$ cat src/rtl/cpu_datapath.sv
// Datapath: instruction field decoder, 4x16 register file and a registered ALU with flags.
// Optional feature: define ALU_MUL_EN to turn two-operand op 8 into MUL (low 16 bits of product).
module cpu_datapath #(
    parameter int unsigned WIDTH = 16,
    parameter int unsigned NREGS = 4
) (
    input  logic             clk,
    input  logic             reset,
    input  logic [15:0]      word,
    input  logic [1:0]       reg_write,
    input  logic [WIDTH-1:0] reg_in,
    input  logic             alu_en,
    output logic [3:0]       operator_group,
    output logic [3:0]       operator,
    output logic [2:0]       rgv,
    output logic [7:0]       val,
    output logic [2:0]       rg1,
    output logic [2:0]       rg2,
    output logic [9:0]       relative_addr,
    output logic [WIDTH-1:0] reg_out1,
    output logic [WIDTH-1:0] reg_out2,
    output logic [WIDTH-1:0] alu_out,
    output logic [5:0]       alu_flags,
    output logic             check_branch
);

    logic [WIDTH-1:0] regs_q [NREGS];
    logic [WIDTH-1:0] regs_d [NREGS];
    logic [WIDTH-1:0] alu_out_q, alu_out_d;
    logic [5:0]       alu_flags_q, alu_flags_d;

    logic             single;
    logic [WIDTH-1:0] value1, value2, result;
    logic [WIDTH:0]   wide;
    logic             c_flag, v_flag, load_out;
`ifdef ALU_MUL_EN
    logic [2*WIDTH-1:0] product;
`endif

    assign operator_group = word[15:12];
    assign operator       = word[11:8];
    assign rgv            = word[10:8];
    assign val            = word[7:0];
    assign rg1            = word[5:3];
    assign rg2            = word[2:0];
    assign relative_addr  = word[9:0];

    assign reg_out1  = regs_q[rg1[2:1]];
    assign reg_out2  = regs_q[rg2[2:1]];
    assign alu_out   = alu_out_q;
    assign alu_flags = alu_flags_q;

    // Both write strobes to the same index collapse into one write of reg_in.
    always_comb begin
        regs_d = regs_q;
        if (reg_write[0]) regs_d[rg1[2:1]] = reg_in;
        if (reg_write[1]) regs_d[rg2[2:1]] = reg_in;
    end

    always_comb begin
        single = (operator_group == 4'd1) || (operator_group == 4'd2);
        if (operator_group == 4'd8) begin
            value1 = regs_q[rgv[2:1]];
            value2 = {8'h00, val};
        end else begin
            value1 = reg_out1;
            value2 = reg_out2;
        end
    end

    // Subtractive ops report borrow in C via bit WIDTH of the 17-bit difference.
    always_comb begin
        wide     = '0;
        result   = value1;
        c_flag   = 1'b0;
        v_flag   = 1'b0;
        load_out = 1'b1;
`ifdef ALU_MUL_EN
        product  = {{WIDTH{1'b0}}, value1} * {{WIDTH{1'b0}}, value2};
`endif
        if (!single) begin
            case (operator)
                4'd0, 4'd5: begin
                    wide   = {1'b0, value1} + {1'b0, value2}
                           + {{WIDTH{1'b0}}, (operator == 4'd5) & alu_flags_q[0]};
                    result = wide[WIDTH-1:0];
                    c_flag = wide[WIDTH];
                    v_flag = (value1[WIDTH-1] == value2[WIDTH-1])
                           && (result[WIDTH-1] != value1[WIDTH-1]);
                end
                4'd1, 4'd6, 4'd7: begin
                    wide     = {1'b0, value1} - {1'b0, value2}
                             - {{WIDTH{1'b0}}, (operator == 4'd6) & alu_flags_q[0]};
                    result   = wide[WIDTH-1:0];
                    c_flag   = wide[WIDTH];
                    v_flag   = (value1[WIDTH-1] != value2[WIDTH-1])
                             && (result[WIDTH-1] != value1[WIDTH-1]);
                    load_out = (operator != 4'd7);
                end
                4'd2: result = value1 & value2;
                4'd3: result = value1 | value2;
                4'd4: result = value1 ^ value2;
`ifdef ALU_MUL_EN
                4'd8: begin
                    result = product[WIDTH-1:0];
                    c_flag = |product[2*WIDTH-1:WIDTH];
                end
`endif
                default: result = value1;
            endcase
        end else begin
            case (operator)
                4'd0: result = ~value1;
                4'd1: begin
                    wide   = {(WIDTH+1){1'b0}} - {1'b0, value1};
                    result = wide[WIDTH-1:0];
                    c_flag = wide[WIDTH];
                    v_flag = (value1 == {1'b1, {(WIDTH-1){1'b0}}});
                end
                4'd2: begin
                    wide   = {1'b0, value1} + {{WIDTH{1'b0}}, 1'b1};
                    result = wide[WIDTH-1:0];
                    c_flag = wide[WIDTH];
                    v_flag = (value1 == {1'b0, {(WIDTH-1){1'b1}}});
                end
                4'd3: begin
                    wide   = {1'b0, value1} - {{WIDTH{1'b0}}, 1'b1};
                    result = wide[WIDTH-1:0];
                    c_flag = wide[WIDTH];
                    v_flag = (value1 == {1'b1, {(WIDTH-1){1'b0}}});
                end
                4'd4: begin
                    result = {value1[WIDTH-2:0], 1'b0};
                    c_flag = value1[WIDTH-1];
                end
                4'd5: begin
                    result = {1'b0, value1[WIDTH-1:1]};
                    c_flag = value1[0];
                end
                4'd6: begin
                    result = {value1[WIDTH-2:0], value1[WIDTH-1]};
                    c_flag = value1[WIDTH-1];
                end
                4'd7: begin
                    result = {value1[WIDTH-1], value1[WIDTH-1:1]};
                    c_flag = value1[0];
                end
                default: result = value1;
            endcase
        end
    end

    always_comb begin
        alu_out_d   = alu_out_q;
        alu_flags_d = alu_flags_q;
        if (alu_en) begin
            if (load_out) alu_out_d = result;
            alu_flags_d = {!single && (value1 == value2), ~^result, v_flag,
                           result[WIDTH-1], (result == '0), c_flag};
        end
    end

    // Flag order {E,P,V,N,Z,C}: C=0, Z=1, N=2, V=3, P=4, E=5.
    always_comb begin
        case (operator)
            4'd0:    check_branch = 1'b1;
            4'd1:    check_branch = alu_flags_q[1];
            4'd2:    check_branch = !alu_flags_q[1];
            4'd3:    check_branch = alu_flags_q[0];
            4'd4:    check_branch = !alu_flags_q[0];
            4'd5:    check_branch = alu_flags_q[2];
            4'd6:    check_branch = !alu_flags_q[2];
            4'd7:    check_branch = alu_flags_q[3];
            4'd8:    check_branch = !alu_flags_q[3];
            4'd9:    check_branch = alu_flags_q[5];
            default: check_branch = 1'b0;
        endcase
    end

    always_ff @(posedge clk) begin
        if (reset) begin
            regs_q      <= '{default: '0};
            alu_out_q   <= '0;
            alu_flags_q <= '0;
        end else begin
            regs_q      <= regs_d;
            alu_out_q   <= alu_out_d;
            alu_flags_q <= alu_flags_d;
        end
    end

endmodule

$ cat config.mk
export PLATFORM = sky130hd
export DESIGN_NAME = cpu_datapath
export DESIGN_NICKNAME = d
export VERILOG_FILES = /design/src/rtl/cpu_datapath.sv
export SDC_FILE = /design/constraint.sdc
export NUM_CORES = 1
export LEC_CHECK = 0
export ABC_AREA = 1
export ABC_CLOCK_PERIOD_IN_PS = 7300
export BUFFER_PORTS_ARGS = -buffer_cell sky130_fd_sc_hd__buf_4
export CAP_MARGIN = 20
export CORE_UTILIZATION = 29
export CTS_BUF_LIST = sky130_fd_sc_hd__clkbuf_8
export DETAILED_ROUTE_END_ITERATION = 8
export PLACE_DENSITY_LB_ADDON = 0.05
export SLEW_MARGIN = 20
export SYNTH_ARGS = -nofsm -noshare
export SYNTH_HDL_FRONTEND = slang
export SYNTH_SLANG_ARGS = --single-unit
$ cat constraint.sdc
create_clock -name clk -period 7.3 [get_ports clk]
set_input_delay 1.46 -clock clk [delete_from_list [all_inputs] [get_ports clk]]
set_output_delay 1.46 -clock clk [all_outputs]
set_load 0.05 [all_outputs]
# == Word-level counts from Yosys, hierarchy flattened ==
# Index checks and enable logic that the tools add are counted.
# word_totals
word_cells,98
input_bits,37
out_inout_bits,90
reg_bits,86
# op_classes
n_reduce_logical,20
n_lt_le_gt_ge,5
eq_ne,20
bitwise_logic,9
mux,31
addsub,7
# ops
op,count
$mux 16,11
$bwmux 64,2
$mux 64,2
$pmux 16 s8,1
$bmux 16 s2,3
$pmux 16 s5,1
$demux 16 s2,2
$add 16x1->17 const B,1
$add 16x16->17,1
$add 17x1->17,1
$sub 1x16->17 const A,1
$sub 16x1->17 const B,1
$sub 16x16->17,1
$sub 17x1->17,1
$and 16x16->16,1
$eq 16x15->1 const B,1
$eq 16x16->1,1
$eq 16x16->1 const B,1
$eq 4x3->1 const B,4
$logic_not 16->1,1
$not 16->16,1
$or 16x16->16,1
$reduce_xnor 16->1,1
$xor 16x16->16,1
21 further kinds,50

# == Logic depth before layout (Yosys ltp) ==
# Gate-level depths: netlist of the first run.
# logic_depth
ltp_word,11
mapped_depth,31
mapped_depth_nobuf,29

# == Worst setup path after synthesis of the first run ==
# No wires, ideal clock.
# synth_path
path_type,input to register
start,input word[2]
end,register alu_flags_q[4] (netlist: alu_flags[4])
path_stages,25
t_arrival_ns,5.929
required_time_ns,7.185
path_buffers,0
path_slack_ns,1.255
cell_sequence,inv_1 > nor2_1 > inv_1 > o221ai_1 > o21ai_0 > fa_1 > inv_1 > nand3_1 > nand2_1 > a21boi_0 > o21ai_0 > nand3_1 > nand2_1 > nand2_1 > nand3_1 > nand2_1 > or2_2 > o21ai_1 > and2_1 > ha_1 > xnor2_1 > xnor2_1 > xnor2_1 > o21ai_0 > inv_1
# synth_between
elab_chain_len,10
word_cells_on_any_way,15
# synth_lines
element,line,rtl
start: declaration,9,"input logic [15:0] word,"
$not 2->3 (not written as such) *,49,assign reg_out2 = regs_q[rg2[2:1]];
$bmux 16 s2 *,49,
$mux 16 (not written as such) * (2 in a row),49,
net reg_out2[1],21,"output logic [WIDTH-1:0] reg_out2,"
$mux 16 *,62,if (operator_group == 4'd8) begin
$sub 16x16->17 / $add 16x16->17 (equally long branches),"92, 84",
$sub 17x1->17 / $add 17x1->17 (equally long branches),"93, 85",
$pmux 16 s5 *,82,case (operator)
$mux 16 *,81,if (!single) begin
$reduce_xnor 16->1 *,158,"alu_flags_d = {!single && (value1 == value2), ~^result, v_flag,"
end signal: assignment,188,alu_flags_q <= alu_flags_d;
end: declaration,30,"logic [5:0] alu_flags_q, alu_flags_d;"
# The timed path passes the listed nets; every way through them passes the cells marked *. The select of a mux whose other input is x is not followed.
# A chain may end at the register's enable or synchronous reset.

# == Worst setup path in the final report of the first run ==
# layout_path
start,input word[4]
end,register alu_flags_q[4] (netlist: alu_flags[4])
# layout_between
elab_chain_len,10
word_cells_on_any_way,21
# layout_lines
element,line,rtl
$not 2->3 (not written as such),48,assign reg_out1 = regs_q[rg1[2:1]];
$bmux 16 s2,48,
$mux 16 (not written as such) (2 in a row),48,
$mux 16,62,
$sub 16x16->17 / $add 16x16->17 (equally long branches),"92, 84",
$sub 17x1->17 / $add 17x1->17 (equally long branches),"93, 85",
$pmux 16 s5,82,
$mux 16 *,81,
$reduce_xnor 16->1 *,158,
# Mark *: on every way between the ends. The rest lies on a longest branch, timed or not. The select of a mux whose other input is x is not followed.

==> results.py, run 1 <==
metrics = {
    "outcome": {
        "status": "completed",
    },
    "cells_and_area": {
        "final_core_util_pct": 33.2,
        "nets": 1939,
        "drive_gt1_share_pct": 12.7,
        "n_antenna_cell": 0,
        "fillers": 3995,
        "fin_cells": 2288,
        "syn2layout_area_growth_pct": 12.1,
    },
    "pwr": {
        "cellPowerDensity_nw_per_um2": 188,
        "power_mw": 2.17,
        "vdd.ir_drop.worst_mv": 0.164,
        "p_leak_nw": 5.72,
    },
    "die": {
        "die_h_microns": 190,
        "die_area_sq_um": 36200,
        "io_pins": 127,
        "coreArea_sq_um": 34700,
        "chipWidth_microns": 190,
        "rows": 68,
        "start_util_pct": 29.6,
    },
    "synthesis": {
        "synth_most_common_cell": "nand2_1",
        "ys.flop_type": "dfxtp_1",
        "synth_common_cells": "542 x nand2_1, 216 x nor2_1, 157 x inv_1",
        "synth.cell_area_sq_um": 10300,
        "ys_types": 54,
        "synth_area_leaders": "nand2_1 20%, dfxtp_1 17%, ha_1 8.5%, nor2_1 7.9%, o21ai_0 6.4%",
        "yosysSeqAreaShare_pct": 16.7,
        "synth_fp_nets": 1885,
        "synth_top_area_share_pct": 19.8,
        "async_reset_ff_share_pct": 0,
        "syn_avg_cell_area_sq_um": 5.80,
        "synthCells": 1774,
        "yosys.area.top_type": "nand2_1",
        "synth_warnings": 0,
        "synth_edf_count": 0,
        "synth_seq_cells": 86,
    },
    "critical_path": {
        "crit_fanout": 42,
        "max_stage_delay_ps": 490,
        "startpoint_type": "primary input",
        "crit_path_end_kind": "flop",
        "worstPathRequired_ps": 7600,
        "cp.arrival_ps": 6330,
        "critPathKind": "in2reg",
        "reg2reg_slack_ps": 2600,
        "slowest_stage": "ha_1",
    },
    "global_routing": {
        "grt_pass1_wl_microns": 70400,
        "grt-busiest-layer": "met2",
        "grt_max_degree": 69,
        "gr-usage-met3_pct": 4.25,
        "met1_usage_pct": 34.3,
        "use_met2_pct": 41.0,
        "antenna_found_initial": 0,
        "grt_overflow": 0,
        "grt.total_usage_pct": 25.6,
        "grt_pass1_vias": 11374,
    },
    "place": {
        "dpl.hpwl_microns": 35800,
        "numPortBuffers": 126,
        "gp_congestion": 0.922,
        "place_inst": 2272,
    },
    "clock_network": {
        "htree_levels": 3,
        "cts-hold-fix-buffers": 0,
        "cts_setup_buffers": 0,
        "root_buffer": "clkbuf_8",
        "tritoncts": "yes",
        "clk_latency_ps": 400,
        "postCtsResizedCells": 0,
        "clkTransAtPathRegs_ps": 90,
        "cts_buffer_depth": 2,
        "clock_sinks": 86,
        "cts_buffers": 9,
    },
    "route": {
        "via_count": 11836,
        "wl_per_cell_microns": 20.0,
        "via_per_inst": 5.17,
        "routed_wl_microns": 45800,
        "drtIter0Drc": 986,
        "antenna_left": 0,
        "drc": 0,
        "dr.pass1.iters": 6,
    },
    "sta": {
        "slew_headroom_pct": 30.7,
        "worst_pin_slew_ps": 1040,
        "holdWs_ps": 501,
        "clock_skew_ps": 10.1,
        "setup_violations": 0,
        "fin_crit_sh_pct": 82.7,
        "rsz0062_at_grt": "no",
        "hold_viol": 0,
        "timing.final.crit_period_ps": 6030,
        "max_freq_mhz": 166,
        "drv_slew": 0,
        "final.setup.tns_ps": 0,
    },
    "min_path": {
        "min_path_type": "reg2reg",
    },
    "job": {
        "drv_cap": 0,
    },
}
-- worst paths after layout --
kind | endpoint | startpoint | cells past startpoint
worst max-delay path | alu_flags[4]$_SDFFE_PP0P_ | word[4] | 25
worst min-delay path | regs_q[51]$_SDFF_PP0_ | regs_q[51]$_SDFF_PP0_ | 2
worst max register to register | alu_flags[4]$_SDFFE_PP0P_ | regs_q[53]$_SDFF_PP0_ | 21
worst min register to register | regs_q[51]$_SDFF_PP0_ | regs_q[51]$_SDFF_PP0_ | 2
-- logic make-up (layout without fill, tap and decap cells) --
family                     Yosys count  in the layout  synth area share (%)
and+or+nand+nor                   1002           1002                  42.0
xor gates and xnor gates            15             15                  1.28
adders and majority gates           74             74                  9.29
buffers and inverters              274            333                  12.6
DFF                                 86             86                  16.7
AOI/OAI and AO/OA                  323            323                  18.2
-- layer usage --
| layer | wire, microns | vias up |
|---|---|---|
| li1 | - | 5898 |
| met1 | 20900 | 5492 |
| met2 | 20700 | 387 |
| met3 | 2670 | 59 |
| met4 | 1500 | 0 |
| met5 | 0 | - |
-- cells in the final DEF (no fill, tap or decap), drive strengths merged --
cell / n
nand2: 568
nor2: 230
inv: 167
buf: 148
o21ai: 145
nand3: 134
a21oi: 94
dfxtp: 86
ha: 70
nand4: 26
a22oi: 19
o22ai: 15
a221oi: 13
nor3: 13
o221ai: 10
clkbuf: 10
xnor2: 9
or2: 9
a211oi: 7
nor4: 7
xor2: 6
clkinv: 6
nand3b: 5
and2: 5
o2111ai: 5
and3: 4
o211ai: 4
fa: 4
a21o: 3
o21a: 2
o31ai: 2
bufinv: 2
a21boi: 2
a41oi: 1
o311ai: 1
nor3b: 1
-- stage by stage --
| stage | setup WS [ps] | area [sq um] |
|---|---|---|
| 6_report | 1270 | 11500 |
| 5_1_grt | 800 | 11500 |
| 4_1_cts | 1300 | 11500 |
| 3_5_place_dp | 880 | 11300 |
| 3_3_place_gp | 835 | 11300 |
| 2_1_floorplan | 1260 | 10300 |
-- state kept, by name, indices dropped and copies added (netlist names) --
signal     flops
alu_flags      6
alu_out       16
regs_q        64
-- power by group --
group / total [mW] / internal [mW] / switching (mW) / leakage [nW]
registers: 0.543 / 0.509 / 0.0346 / 0.710
logic: 1.25 / 0.384 / 0.869 / 4.89
clock network: 0.376 / 0.198 / 0.178 / 0.119
total: 2.17 / 1.09 / 1.08 / 5.72
-- critical path, delay by kind of cell --
family / cells / cell delay [ps]
adder cells (fa/ha/maj): 3 / 1150
XOR/XNOR: 3 / 440
AND/OR/NAND/NOR: 7 / 870
buffers and inverters: 4 / 840
AO/OA/AOI/OAI: 8 / 1570
-- area by class of cell --
class | count | area, sq um | share of cell area (%)
Clock buffer | 10 | 138 | 1.19
Clock inverter | 6 | 77.6 | 0.673
Inverter | 169 | 637 | 5.52
Multi-Input combinational cell | 1414 | 7280 | 63.1
Sequential cell | 86 | 1720 | 14.9
Tap cell | 455 | 569 | 4.94
Timing Repair Buffer | 148 | 1110 | 9.63
(Power assumes the default switching activity.)
==> run 2, diff against run 1 <==
Settings changed: ABC_AREA 1 to 0, ABC_CLOCK_PERIOD_IN_PS 7300 to 5800.
Clock period 7.3 ns to 5.8 ns, I/O delays scaled along.
==> results.py, run 2 <==
metrics = {
    "global_routing": {
        "grt_pass1_wl_microns": 61900,
        "grt_max_degree": 71,
        "grt_overflow": 0,
        "grt_pass1_vias": 9945,
        "antenna_found_initial": 0,
        "grt.total_usage_pct": 24.6,
    },
    "die": {
        "start_util_pct": 29.6,
        "die_area_sq_um": 34100,
        "coreArea_sq_um": 32700,
        "chipWidth_microns": 185,
        "rows": 66,
        "die_h_microns": 185,
        "io_pins": 127,
    },
    "route": {
        "dr.pass1.iters": 5,
        "drc": 0,
        "routed_wl_microns": 41200,
        "antenna_left": 0,
        "wl_per_cell_microns": 22.0,
        "via_per_inst": 5.33,
        "via_count": 9980,
        "drtIter0Drc": 677,
    },
    "synthesis": {
        "syn_avg_cell_area_sq_um": 8.40,
        "yosys.area.top_type": "dfxtp_1",
        "synth_most_common_cell": "nor2_1",
        "synth_area_leaders": "dfxtp_1 18%, mux4_2 13%, ha_1 9.1%, mux2i_1 8.5%, nor2_1 5.0%",
        "ys.flop_type": "dfxtp_1",
        "synth.cell_area_sq_um": 9670,
        "synth_fp_nets": 1262,
        "synth_seq_cells": 86,
        "synth_edf_count": 0,
        "async_reset_ff_share_pct": 0,
        "synth_warnings": 0,
        "synthCells": 1151,
        "synth_top_area_share_pct": 17.8,
        "synth_common_cells": "130 x nor2_1, 100 x nand2_1, 86 x dfxtp_1",
        "yosysSeqAreaShare_pct": 17.8,
        "ys_types": 85,
    },
    "sta": {
        "holdWs_ps": 480,
        "worst_pin_slew_ps": 850,
        "clock_skew_ps": 17.5,
        "hold_viol": 0,
        "layout_setup_ws_ps": 223,
        "rsz0062_at_grt": "no",
        "fin_crit_sh_pct": 96.2,
        "max_freq_mhz": 179,
        "setup_violations": 0,
        "slew_headroom_pct": 43.4,
        "timing.final.crit_period_ps": 5580,
        "drv_slew": 0,
    },
    "cells_and_area": {
        "final_cell_mix": "356 x buf_4, 129 x nor2_1, 99 x nand2_1",
        "drive_gt1_share_pct": 34.1,
        "fillers": 3458,
        "final-seq-area_sq_um": 1720,
        "final_common_cell": "buf_4",
        "syn2layout_area_growth_pct": 32.8,
        "nets": 1537,
        "n_antenna_cell": 0,
        "multi_input_area_sq_um": 7230,
        "largest_register_ffs": 64,
        "top_register": "regs_q",
    },
    "critical_path": {
        "worstPathRequired_ps": 6130,
        "critPathKind": "in2reg",
        "startpoint_type": "primary input",
        "crit_fanout": 16,
        "worstSetupStartpoint": "word[12]",
        "cp.arrival_ps": 5910,
        "crit_path_end_kind": "flop",
        "regToRegStartpoint": "regs_q[16]$_SDFF_PP0_",
    },
    "outcome": {
        "status": "completed",
    },
    "min_path": {
        "min_path_type": "reg2reg",
        "hold_start": "alu_out[12]$_SDFFE_PP0P_",
    },
    "clock_network": {
        "root_buffer": "clkbuf_8",
        "cts_setup_buffers": 0,
        "cts_buffers": 9,
        "clock_sinks": 86,
        "cts_buffer_depth": 2,
        "clk_latency_ps": 430,
        "clkTransAtPathRegs_ps": 100,
        "tritoncts": "yes",
        "htree_levels": 3,
    },
    "place": {
        "numPortBuffers": 126,
        "pre_cts_slack_ps": -250,
        "dpl.hpwl_microns": 32900,
        "gp_congestion": 0.930,
    },
    "job": {
        "drv_cap": 0,
    },
    "pwr": {
        "vdd.ir_drop.worst_mv": 0.168,
        "cellPowerDensity_nw_per_um2": 213,
        "p_leak_nw": 5.61,
    },
}
[run 2: cell types whose count changed after synthesis, moves of 28 or more]
cell,before,now
mux2i_1,0,82
nand3_1,126,21
inv_1,157,51
mux4_2,0,57
o21ai_0,131,58
nand2_1,542,100
nor2_1,216,130
a21oi_1,93,65
[run 2: repair_timing]
item,4_1_cts,5_1_grt
hold buffers,0,0
setup endpoints to repair,0,1
gates resized for setup,0,4
[run 2: final cells by class]
class                           instances  share of cell area (%)
Multi-Input combinational cell        903                    56.3
Timing Repair Buffer                  367                    22.5
Sequential cell                        86                    13.4
Tap cell                              442                    4.30
Inverter                               59                    1.76
Clock buffer                            9                   0.964
Clock inverter                          7                   0.828
[run 2: cell families (layout without fill, tap and decap cells)]
family                     count (synthesis)  count (layout)  share of synthesized area, %
and+or+nand+nor                          368             368                          18.0
adders and majority gates                 74              74                          9.88
AOI/OAI and AO/OA                        266             266                          18.4
xor gates and xnor gates                  50              50                          4.61
buffers and inverters                    162             442                          8.46
muxes                                    145             145                          22.9
DFF                                       86              86                          17.8
[run 2: worst paths after layout]
check / endpoint / slack [ps] / cells after the start
worst max-delay path: alu_flags[4]$_SDFFE_PP0P_ / 220 / 25
worst min-delay path: alu_out[12]$_SDFFE_PP0P_ / 480 / 2
worst max register to register: alu_flags[4]$_SDFFE_PP0P_ / 810 / 23
worst min register to register: alu_out[12]$_SDFFE_PP0P_ / 480 / 2
[run 2: worst max-delay path, cell delays in order]
cell and delay (ps):
buf_4 110, or4b_4 580, buf_12 190, mux2i_4 210, buf_4 180, clkinv_1 80, ha_1 250, buf_4 150
a21oi_1 120, nor2b_1 100, buf_4 150, or3_1 360, a21o_1 200, a21oi_1 170, xor2_1 80, o2111ai_1 320
buf_4 210, nand3_1 90, ha_1 310, xnor2_1 310, xnor2_1 180, xnor2_1 140, nor2_1 50, a21oi_1 140
nor2_1 60
[run 2: report_power, final]
group / switching [mW] / total (mW) / internal (mW)
Sequential: 0.0391 / 0.667 / 0.628
Clock: 0.269 / 0.517 / 0.248
Combinational: 0.868 / 1.55 / 0.680
Total: 1.18 / 2.73 / 1.56
[run 2: metrics by stage]
stage	instances	setup TNS, ps	util (%)	instance area (sq um)	power [mW]
6_report	1873	0	39.3	12800	2.73
2_1_floorplan	1151	-38.9	-	9740	1.61
5_1_grt	1873	0	39.3	12800	2.89
3_3_place_gp	1856	-259	38.5	12600	2.22
4_1_cts	1872	0	39.2	12800	2.74
3_5_place_dp	1856	-250	38.5	12600	2.21
[run 2: routing by layer]
layer	track usage [%]	part of all wire (%)	vias to the layer above
met4	8.83	2.8	0
met1	32.9	46	4895
li1	-	-	4766
met5	0	0	-
met2	40.6	47	264
met3	2.69	3.7	55
